`config.mk`:
```
export PLATFORM = sky130hd
export DESIGN_NAME = pipelined_addsub_gen
export DESIGN_NICKNAME = d
export VERILOG_FILES = /design/src/rtl/pipelined_addsub_gen.sv
export SDC_FILE = /design/constraint.sdc
export NUM_CORES = 1
export LEC_CHECK = 0
export CAP_MARGIN = 20
export CORE_MARGIN = 5
export CORE_UTILIZATION = 45
export CTS_CLUSTER_SIZE = 16
export DETAILED_ROUTE_END_ITERATION = 12
export HOLD_SLACK_MARGIN = 0.1
export PLACE_DENSITY = 0.68
export SLEW_MARGIN = 20
export SYNTH_ARGS = -nofsm -noshare
export SYNTH_HDL_FRONTEND = slang
export SYNTH_SLANG_ARGS = --single-unit
```
`constraint.sdc`:
```
create_clock -name clk -period 8.1 [get_ports clk]
set_clock_uncertainty 0.2 [all_clocks]
set_input_delay 1.215 -clock clk [delete_from_list [all_inputs] [get_ports clk]]
set_output_delay 1.215 -clock clk [all_outputs]
set_load 0.1 [all_outputs]
```
`src/rtl/pipelined_addsub_gen.sv`:
```
// Pipelined ripple-carry adder/subtractor: one WIDTH/STAGES-bit carry chunk is resolved per
// stage, operands are skewed through the pipe, and a valid/ready handshake sits on both ends.
module pipelined_addsub_gen #(
   parameter int WIDTH  = 16,
   parameter int STAGES = 4
) (
   input  logic             clk,
   input  logic             rst,
   input  logic             in_valid,
   output logic             in_ready,
   input  logic [WIDTH-1:0] a,
   input  logic [WIDTH-1:0] b,
   input  logic             ci,
   input  logic             sub,
   output logic             out_valid,
   input  logic             out_ready,
   output logic [WIDTH-1:0] sum,
   output logic             co,
   output logic             ovf
);

   localparam int C = WIDTH / STAGES;
   localparam int L = STAGES - 1;

   // Bit-serial ripple across one chunk; returns {carry_out, chunk_sum}.
   function automatic logic [C:0] chunk_add(input logic [C-1:0] x, input logic [C-1:0] y,
                                            input logic cin);
      logic [C:0] r;
      logic       c;
      r = '0;
      c = cin;
      for (int i = 0; i < C; i++) begin
         r[i] = x[i] ^ y[i] ^ c;
         c    = (x[i] & y[i]) | (c & (x[i] ^ y[i]));
      end
      r[C] = c;
      return r;
   endfunction

   logic             vld_p [STAGES];
   logic [WIDTH-1:0] a_p   [STAGES];
   logic [WIDTH-1:0] b_p   [STAGES];
   logic [WIDTH-1:0] s_p   [STAGES];
   logic             cy_p  [STAGES];
   logic             ovf_p;

   logic [WIDTH-1:0] op_a  [STAGES];
   logic [WIDTH-1:0] op_b  [STAGES];
   logic [WIDTH-1:0] op_s  [STAGES];
   logic             op_c  [STAGES];
   logic             op_v  [STAGES];
   logic [C:0]       res   [STAGES];

   logic advance;
   logic ovf_nxt;

   assign advance   = out_ready || !out_valid;
   assign in_ready  = advance;
   assign out_valid = vld_p[L];
   assign sum       = s_p[L];
   assign co        = cy_p[L];
   assign ovf       = ovf_p;

   genvar k;
   for (k = 0; k < STAGES; k++) begin : g_stage
      if (k == 0) begin : g_first
         // B and the carry are inverted once at entry so every stage just adds.
         assign op_a[k] = a;
         assign op_b[k] = sub ? ~b : b;
         assign op_c[k] = sub ? ~ci : ci;
         assign op_s[k] = '0;
         assign op_v[k] = in_valid;
      end else begin : g_next
         assign op_a[k] = a_p[k-1];
         assign op_b[k] = b_p[k-1];
         assign op_c[k] = cy_p[k-1];
         assign op_s[k] = s_p[k-1];
         assign op_v[k] = vld_p[k-1];
      end

      assign res[k] = chunk_add(op_a[k][k*C +: C], op_b[k][k*C +: C], op_c[k]);

      // Stage k boundary: the whole pipe moves together or holds together.
      always_ff @(posedge clk or posedge rst) begin
         if (rst) begin
            vld_p[k] <= 1'b0;
            a_p[k]   <= '0;
            b_p[k]   <= '0;
            s_p[k]   <= '0;
            cy_p[k]  <= 1'b0;
         end else if (advance) begin
            vld_p[k] <= op_v[k];
            if (op_v[k]) begin
               a_p[k]              <= op_a[k];
               b_p[k]              <= op_b[k];
               s_p[k]              <= op_s[k];
               s_p[k][k*C +: C]    <= res[k][C-1:0];
               cy_p[k]             <= res[k][C];
            end
         end
      end
   end

   assign ovf_nxt = (op_a[L][WIDTH-1] == op_b[L][WIDTH-1]) &&
                    (res[L][C-1] != op_a[L][WIDTH-1]);

   always_ff @(posedge clk or posedge rst) begin
      if (rst) begin
         ovf_p <= 1'b0;
      end else if (advance && op_v[L]) begin
         ovf_p <= ovf_nxt;
      end
   end

endmodule

```
# Word-level counts from Yosys, hierarchy flattened
# Index checks and enable logic that the tools add are counted.
# totals
regBits	145
latch_bits	0
ram_bits	0
rom_bits	0
inputBits	38
out_inout_bits	20
elab_cells	113
memories	0
# classes
addsub	0
mul	0
div	0
order_cmp	0
n_eq_ne	2
n_shift	0
mux	2
bitwise	82
n_reduce_logical	8
# ops
operator	count
bitwise AND 1 bit	32
XOR 1 bit	32
2-to-1 mux 16 bit	1
NOT 16 bit	1
bitwise OR 1 bit	16
AND reduction 2 bit	4
logical AND 1 bit	2
equality test 1 bit	1
logical NOT 1 bit	1
logical OR 1 bit	1
2-to-1 mux 1 bit	1
!= test 1 bit	1
NOT 1 bit	1

# Depth between registers and ports, before layout
# Gate-level depths: netlist of run 1.
# logic_depth
word_depth	11
depth_mapped	11
depth_no_buf	10

# Worst setup path before layout of run 1
# No wires, ideal clock.
# synth_path
path_kind	input -> output
from	input port out_ready
to	output port in_ready
arrival_ps	2454
required_ps	6685
slack_ps	4231
cell_stages	3
n_path_buf	2
cell_sequence	nand2b_4 > buf_6 > clkbuf_1
# synth_via
elab_chain_len	1
# synth_lines
element	line_no	source
start, declared	16	input logic out_ready,
logical OR 1 bit	57	assign advance = out_ready || !out_valid;
end, declared	10	output logic in_ready,
# No other way between the ends.

# Worst setup path in the final report of run 1
# Ends and elaborated chain as after synthesis.

==> metrics, run 1 <==
status=finished, final reports clean; post-route ant nets=0; filler instances=771; CTS Buffer Depth=2; Distinct cells, synth=22; placed cell count=457; Final Routed Wirelength=7000 µm; die span in y=107 µm; setup TNS=0 ps; Setup crit end kind=output pin; vias=2365; grt met2 use=21.8%; Nets=412; Fin. Hold Viols=0; die area=11500 µm²; CTS root buffer=clkbuf_8; vias in the first global route=2582; Seq/Total Area, Yosys=57.2%; GP Congestion=0.719; Clock Pin Slew Worst Setup and Hold Paths=90 ps; first-pass GRT wire length=12400 µm; Area growth syn-to-layout=20.1%; Tot GR Track Use=13.5%; hold crit path type=flip-flop to flip-flop; slowest stage cell, crit path=clkdlybuf4s50_1; remaining global-route overflow=0; hold-fix buffer count after cts=0; Max Clock Freq=0.215 GHz; # Post-CTS Setup Buffers=0; WP data required=6680 ps; CP Max Fanout=34; Worst Max-Slew Pin Slew=970 ps; mean area per synthesized cell=14.0 µm²; detailed placement HPWL=5070 µm; final setup fails=0; IO Pins=58; largest net degree at the start of global routing=75; unrepaired setup endpoints after global routing=false; crit path cell chain=clkdlybuf4s50_1 > nand2b_4 > clkdlybuf4s50_1; Leak=2.20 nW; post-synth design cell area=4240 µm²; CP Launch Type=primary input; VDD IR max=155 µV; GRT busiest layer=met2; Tot Pwr=2.27 mW; TritonCTS Buffers=9; Core Region=9200 µm²; DRT iter0 DRCs=80; Initial Utilization=46.1%; met1 Use GR=17.7%; min cycle time layout=4640 ps; relative slew slack=35.1%; fraction of layout cells with a size suffix above 1=24.9%; Vias/cell=5.00; DR DRC count=0; synthesis warning total=0; Post-Syn Instances=304; Syn Nets=359; CTS resizes=0; row count=35; routed length per instance=14.8 µm; CP max stage delay=1200 ps; Reg2Reg Setup Slack=5350 ps; first-pass iteration count of the detailed router=4; final critical-path share of the clock period=57.3%; Crit Path Class=primary input to output pin; clock latency on the worst-skew pair=360 ps; most used cell, CP=clkdlybuf4s50_1; Non-Filler Instances=473; number of synthesized register bits=97; Pwr Density=445 nW/µm²; H-tree depth=3; initial antenna violation count=0; Crit path arrival time=3230 ps; Final Max Tran Viols=0; commonest non-fill, non-tap cell in the layout=dfrtp_1; number of port buffers=57; Chip Width=107 µm; Max Cap Viol=0; most frequent cells in the layout=97 x dfrtp_1, 68 x mux2_2, 57 x clkdlybuf4s50_1, 31 x inv_1, 28 x a21oi_1; # clock sinks=97; GR Layer Usage met3=3.25%; TritonCTS clock tree=built; ant diodes=0
final timing paths:
kind | start | endpoint | depth (start not counted)
max | out_ready | in_ready | 3
min | op_s[5]$_DFFE_PP0P_ | op_s[5]$_DFFE_PP0P_ | 1
max reg2reg | a_p[28]$_DFFE_PP0P_ | ovf$_DFFE_PP0P_ | 10
min reg2reg | op_s[5]$_DFFE_PP0P_ | op_s[5]$_DFFE_PP0P_ | 1
max in group asynchronous | rst | b_p[56]$_DFFE_PP0P_ | 3
min in group asynchronous | rst | sum[2]$_DFFE_PP0P_ | 2
cell families (layout without fill, tap and decap cells):
| logic type | after synthesis | count (layout) | synth area share (%) |
|---|---|---|---|
| xor gates and xnor gates | 18 | 18 | 3.72 |
| buffers and inverters | 48 | 106 | 5.58 |
| DFF | 97 | 97 | 57.2 |
| muxes | 73 | 73 | 19.2 |
| adders and majority gates | 17 | 17 | 7.85 |
| and+or+nand+nor | 12 | 12 | 1.68 |
| AOI/OAI and AO/OA | 39 | 39 | 4.72 |
cells in the mapped netlist, drive strengths merged:
| library cell | n | area share (%) |
|---|---|---|
| clkbuf | 2 | 0.18 |
| fa | 16 | 7.6 |
| nand2b | 1 | 0.32 |
| nand2 | 4 | 0.47 |
| mux2 | 68 | 18 |
| nor2 | 1 | 0.088 |
| a31oi | 4 | 0.59 |
| nand3 | 5 | 0.59 |
| a21oi | 28 | 3.3 |
| ha | 1 | 0.29 |
| inv | 32 | 2.8 |
| mux2i | 5 | 1.2 |
| buf | 14 | 2.6 |
| and2 | 1 | 0.21 |
| dfrtp | 97 | 57 |
| o21ai | 7 | 0.83 |
| xnor2 | 12 | 2.5 |
| xor2 | 6 | 1.2 |
per-stage QoR:
stage	utilization, %	cell area [µm²]	hold WS (ps)	setup WS (ps)
after global placement	52.7	4840	287	3460
after CTS	55.4	5100	312	3440
after global routing	55.4	5100	326	3380
final	55.4	5100	306	3460
after floorplan	-	4240	275	4150
after detailed placement	52.7	4840	291	3440
report_power, final:
group / total, mW / internal (mW) / switching, mW
registers: 0.827 / 0.706 / 0.121
clock network: 0.381 / 0.215 / 0.167
logic: 1.06 / 0.410 / 0.648
critical path: cells and delay by family:
| kind | cells | cell delay [ps] |
|---|---|---|
| and+or+nand+nor | 1 | 340 |
| buffers and inverters | 2 | 1660 |
area by class of cell:
type	count	area (µm²)	share of cell area, %
inverter	32	123	2.41
clock buffer	10	138	2.70
timing repair buffer	58	578	11.3
multi-input combinational	159	1580	31.0
tap	111	139	2.73
clock inverter	6	114	2.23
sequential	97	2430	47.6
metal layers:
| layer | part of all wire (%) | up-vias |
|---|---|---|
| met4 | 1.9 | 0 |
| met5 | 0 | - |
| li1 | - | 1118 |
| met2 | 49 | 40 |
| met3 | 3.8 | 9 |
| met1 | 45 | 1198 |
sequential cells by signal, indices dropped and copies added (netlist names):
signal and count:
out_valid 1, ovf 1, cy_p 3, a_p 24, op_v 3, sum 16
op_s 24, co 1, b_p 24
Note: power is estimated with default switching activity, not from simulation.
==> run 2, diff against run 1 <==
--- a/config.mk
+++ b/config.mk
@@ -11,7 +11,7 @@
 export CTS_CLUSTER_SIZE = 16
 export DETAILED_ROUTE_END_ITERATION = 12
 export HOLD_SLACK_MARGIN = 0.1
-export PLACE_DENSITY = 0.68
+export PLACE_DENSITY = 0.7
 export SLEW_MARGIN = 20
 export SYNTH_ARGS = -nofsm -noshare
 export SYNTH_HDL_FRONTEND = slang
==> constraint.sdc (replaced) <==
create_clock -name clk -period 4.26 [get_ports clk]
set_clock_uncertainty 0.2 [all_clocks]
set_input_delay 0.639 -clock clk [delete_from_list [all_inputs] [get_ports clk]]
set_output_delay 0.639 -clock clk [all_outputs]
set_load 0.1 [all_outputs]
==> run 2 against run 1 <==
Non-clock buffer count rose by 2. Global-route usage rose by 0.33 points. Register-to-register slack worse by 3800 ps. Worst setup slack worse by 2300 ps. Clock power rose by 69%. Routed wire length is 2.7% higher. Critical path type is now primary input to flip-flop.
==> metrics, run 2 (synthesis gave the netlist of run 1 again) <==
Crit path arrival time=3190 ps; first-pass iteration count of the detailed router=4; Worst Max-Slew Pin Slew=977 ps; post-route ant nets=0; CP max stage delay=570 ps; fraction of layout cells with a size suffix above 1=25.3%; Fin. Hold Viols=0; slowest stage cell, crit path=clkdlybuf4s50_1; CP Max Fanout=15; number of port buffers=57; Tot GR Track Use=13.8%; detailed placement HPWL=5100 µm; remaining global-route overflow=0; Vias/cell=4.99; IO Pins=58; Nets=414; die area=11500 µm²; Max Clock Freq=0.319 GHz; most used cell, CP=fa_1; Max Cap Viol=0; fin worst setup slack=1120 ps; largest net degree at the start of global routing=45; Chip Width=107 µm; Non-Filler Instances=475; most frequent cells in the layout=97 x dfrtp_1, 68 x mux2_2, 56 x clkdlybuf4s50_1, 31 x inv_1, 28 x a21oi_1; VDD IR max=309 µV; Clock Pin Slew Worst Setup and Hold Paths=90 ps; hold crit path type=flip-flop to flip-flop; min cycle time layout=3140 ps; # Post-CTS Setup Buffers=0; final setup fails=0; crit path cell chain=clkdlybuf4s50_1 > buf_4 > xnor2_1 > fa_1 > fa_1 > inv_1 > fa_1 > mux2_2; Final Max Tran Viols=0; DRT iter0 DRCs=67; status=finished, final reports clean; Pwr Density=834 nW/µm²; TritonCTS clock tree=built; final critical-path share of the clock period=73.7%; Setup crit end kind=flip-flop; DR DRC count=0; dpl ws=739 ps; critical path's top delay family=adder cells; CTS Buffer Depth=2; Core Region=9200 µm²; hold-fix buffer count after cts=0; Finished Core Util=55.2%; CP Launch Type=primary input; Clock power frac=15.2%; Area growth syn-to-layout=19.6%; Crit Path Class=primary input to flip-flop; TritonCTS Buffers=9; ant diodes=0; CTS root buffer=clkbuf_8; sequential share of power=37.3%; row count=35; unrepaired setup endpoints after global routing=false; Final Routed Wirelength=7190 µm; vias in the first global route=2543; initial antenna violation count=0; cell-internal power=2.45 mW; die span in y=107 µm; buffer and inverter count on the worst path=3; first-pass GRT wire length=12400 µm; Sw Ratio=42.1%; GP Congestion=0.781; Initial Utilization=46.1%; clock latency on the worst-skew pair=360 ps; vias=2371; H-tree depth=3; relative slew slack=34.7%; routed length per instance=15.1 µm; placed cell count=459; Leak=2.20 nW; commonest non-fill, non-tap cell in the layout=dfrtp_1; # clock sinks=97; Comb power frac=47.5%; sw power=1.78 mW; setup TNS=0 ps; CTS resizes=0; WP data required=4310 ps
==> run 2: cell types whose count changed in the layout (fill, tap and decap cells not counted), sizes merged <==
cell and change:
bufinv -1, clkinvlp -1, clkdlybuf4s50 -1, buf +3
clkinv +2
==> run 2: worst paths after layout <==
| kind | slack (ps) | to | start | cells after the start |
|---|---|---|---|---|
| worst min-delay path | 310 | op_s[2]$_DFFE_PP0P_ | op_s[18]$_DFFE_PP0P_ | 1 |
| worst max-delay path | 1120 | op_s[35]$_DFFE_PP0P_ | sub | 8 |
| min in group asynchronous | 480 | ovf$_DFFE_PP0P_ | rst | 2 |
| worst min register to register | 310 | op_s[2]$_DFFE_PP0P_ | op_s[18]$_DFFE_PP0P_ | 1 |
| max in group asynchronous | 2600 | b_p[57]$_DFFE_PP0P_ | rst | 3 |
| worst max register to register | 1510 | ovf$_DFFE_PP0P_ | b_p[28]$_DFFE_PP0P_ | 10 |
==> run 2: through the flow <==
step / power (mW) / area, µm² / hold slack [ps]
after floorplan: 3.14 / 4240 / 275
after CTS: 4.28 / 5070 / 311
after global placement: 3.56 / 4860 / 287
after detailed placement: 3.62 / 4860 / 290
final: 4.23 / 5070 / 306
after global routing: 4.51 / 5070 / 323
==> run 2: layout make-up <==
cell class	count	area [µm²]
multi-input combinational	159	1580
fill	781	4120
clock buffer	10	128
clock inverter	6	90.1
sequential	97	2430
inverter	32	123
tap	111	139
timing repair buffer	60	591
==> run 2: power groups by stage <==
stage,clock (mW),sequential [mW],combinational [mW]
2_1_floorplan,0,2.19,0.950
3_3_place_gp,0,1.59,1.98
3_5_place_dp,0,1.60,2.02
4_1_cts,0.663,1.59,2.03
5_1_grt,0.705,1.64,2.17
6_report,0.645,1.58,2.01
==> run 2: layer usage <==
metal  global-route usage (%)  share of wire [%]
met2                     21.6                 49
met5                        0                  0
met3                     3.37                3.4
met1                     18.7                 46
met4                     5.21                1.7
==> run 3, diff against run 2 <==
==> constraint.sdc (replaced) <==
create_clock -name clk -period 2.6 [get_ports clk]
set_clock_uncertainty 0.2 [all_clocks]
set_input_delay 0.39 -clock clk [delete_from_list [all_inputs] [get_ports clk]]
set_output_delay 0.39 -clock clk [all_outputs]
set_load 0.1 [all_outputs]
==> run 3 against run 2 <==
The flow now finishes with violations (negative setup slack). Die area did not move. Routed wire length grew 0.32%. First-iteration DRC count rose by 54%. Sequential share of layout area down 1.1 points. Global-route usage is 0.23 points higher. Via count down 0.93%. Critical path depth rose by 2. Combinational power rose by 69%. Total power is 69% higher. Count of clock-buffer cells in the layout unchanged. Critical path type is now flip-flop to flip-flop. Highest routed layer unchanged.
==> metrics, run 3 (synthesis gave the netlist of run 1 again) <==
status=finished with violations; failing checks=negative setup slack; relative slew slack=58.3%; TritonCTS Buffers=9; DRT iter0 DRCs=103; ant diodes=0; commonest non-fill, non-tap cell in the layout=dfrtp_1; Vias/cell=4.87; hold crit path type=primary input to async pin; Crit path arrival time=2700 ps; Leak=2.29 nW; WP data required=2660 ps; Nets=421; GR Layer Usage met3=2.83%; most frequent cells in the layout=97 x dfrtp_1, 68 x mux2_2, 34 x clkdlybuf4s50_1, 28 x a21oi_1, 27 x inv_1; dpl ws=-667 ps; CTS root buffer=clkbuf_8; GP Congestion=0.737; number of port buffers=57; first-pass GRT wire length=12600 µm; Worst Max-Slew Pin Slew=624 ps; unrepaired setup endpoints after global routing=true; clock latency on the worst-skew pair=370 ps; first-pass iteration count of the detailed router=3; Final Max Tran Viols=0; DR DRC count=0; post-route ant nets=0; reg2reg path depth=10; Pwr Density=1380 nW/µm²; Max Cap Viol=0; remaining global-route overflow=0; Final Routed Wirelength=7210 µm; # clock sinks=97; grt met2 use=21.3%; slowest stage cell, crit path=fa_1; CP Max Fanout=2; routed length per instance=15.0 µm; Area growth syn-to-layout=22.4%; crit path cell chain=inv_2 > fa_2 > inv_2 > fa_2 > fa_2 > inv_2 > fa_1 > xor2_1 > nor2_1 > mux2_2; vias=2349; CP Launch Type=flip-flop; Chip Width=107 µm; initial antenna violation count=0; min cycle time layout=2640 ps; hold-fix buffer count after cts=0; Crit Path Class=flip-flop to flip-flop; Finished Core Util=56.5%; Max Clock Freq=0.378 GHz; met1 Use GR=19.5%; IO Pins=58; die area=11500 µm²; Initial Utilization=46.1%; Clock Pin Slew Worst Setup and Hold Paths=100 ps; CTS Buffer Depth=2; Tot GR Track Use=14.1%; Setup crit end kind=flip-flop; detailed placement HPWL=5310 µm; fraction of layout cells with a size suffix above 1=35.6%; largest net degree at the start of global routing=39; placed cell count=466; vias in the first global route=2574; TritonCTS clock tree=built; final setup fails=1; Core Region=9200 µm²; GRT busiest layer=met2; fin worst setup slack=-42.2 ps; Non-Filler Instances=482; Fin. Hold Viols=0; CP max stage delay=430 ps; die span in y=107 µm; H-tree depth=3; row count=35; final critical-path share of the clock period=102%; VDD IR max=527 µV
run 3: changes by cell type in the layout (fill, tap and decap cells not counted), moves of 2 or more:
cell,before,now
clkdlybuf4s50_1,56,34
buf_4,4,25
fa_1,16,10
fa_2,0,6
buf_12,0,4
inv_1,31,27
inv_2,0,4
xor2_1,6,4
xor2_2,0,2
run 3: final cells by class:
class / instances / area (µm²)
clock inverters: 6 / 113
fillers: 759 / 4000
repair buffers: 67 / 646
clock buffers: 10 / 138
multi-input cells: 159 / 1610
well taps: 111 / 139
flip-flops and latches: 97 / 2430
inverters: 32 / 124
run 3: repair_timing:
action	4_1_cts	5_1_grt
endpoints found under the hold margin	0	0
gates cloned	0	0
pin swaps	3	5
buffers inserted	0	0
resized for setup	9	3
endpoints found under the setup margin	2	2
run 3: layer usage:
layer	routed length, µm	up-vias	share of wire [%]
met4	148	0	2.1
met1	3320	1174	46
met5	0	-	0
met2	3500	36	49
li1	-	1127	-
met3	236	12	3.3
run 3: critical path, delay by kind of cell, from the launching register on:
family	cells	cell delay, ps
xor gates and xnor gates	1	140
adders and majority gates	4	1320
buffers and inverters	3	170
DFF	1	400
muxes	1	250
and+or+nand+nor	1	50
run 3: worst paths after layout:
kind	startpoint	end	slack, ps
min reg2reg	op_s[6]$_DFFE_PP0P_	op_s[6]$_DFFE_PP0P_	310
min	rst	out_valid$_DFFE_PP0N_	250
max	a_p[28]$_DFFE_PP0P_	ovf$_DFFE_PP0P_	-40
max reg2reg	a_p[28]$_DFFE_PP0P_	ovf$_DFFE_PP0P_	-40
min in group clk	op_s[6]$_DFFE_PP0P_	op_s[6]$_DFFE_PP0P_	310
max in group asynchronous	rst	b_p[60]$_DFFE_PP0P_	1350
run 3: per-stage QoR:
stage          total power, mW  setup TNS [ps]  hold slack (ps)  cell area, µm²
2_1_floorplan             5.16            -131              275            4300
3_3_place_gp              5.92           -1150              286            4940
3_5_place_dp              6.04           -1310              292            4940
4_1_cts                   7.26            -146              264            5190
5_1_grt                   7.64            -147              295            5190
6_report                  7.17           -42.2              250            5190
run 3: power by group:
| part | total (mW) | internal, mW | leakage, nW | switching, mW |
|---|---|---|---|---|
| Sequential | 2.58 | 2.20 | 1.11 | 0.383 |
| Clock | 1.19 | 0.669 | 0.127 | 0.525 |
| Combinational | 3.39 | 1.34 | 1.05 | 2.05 |
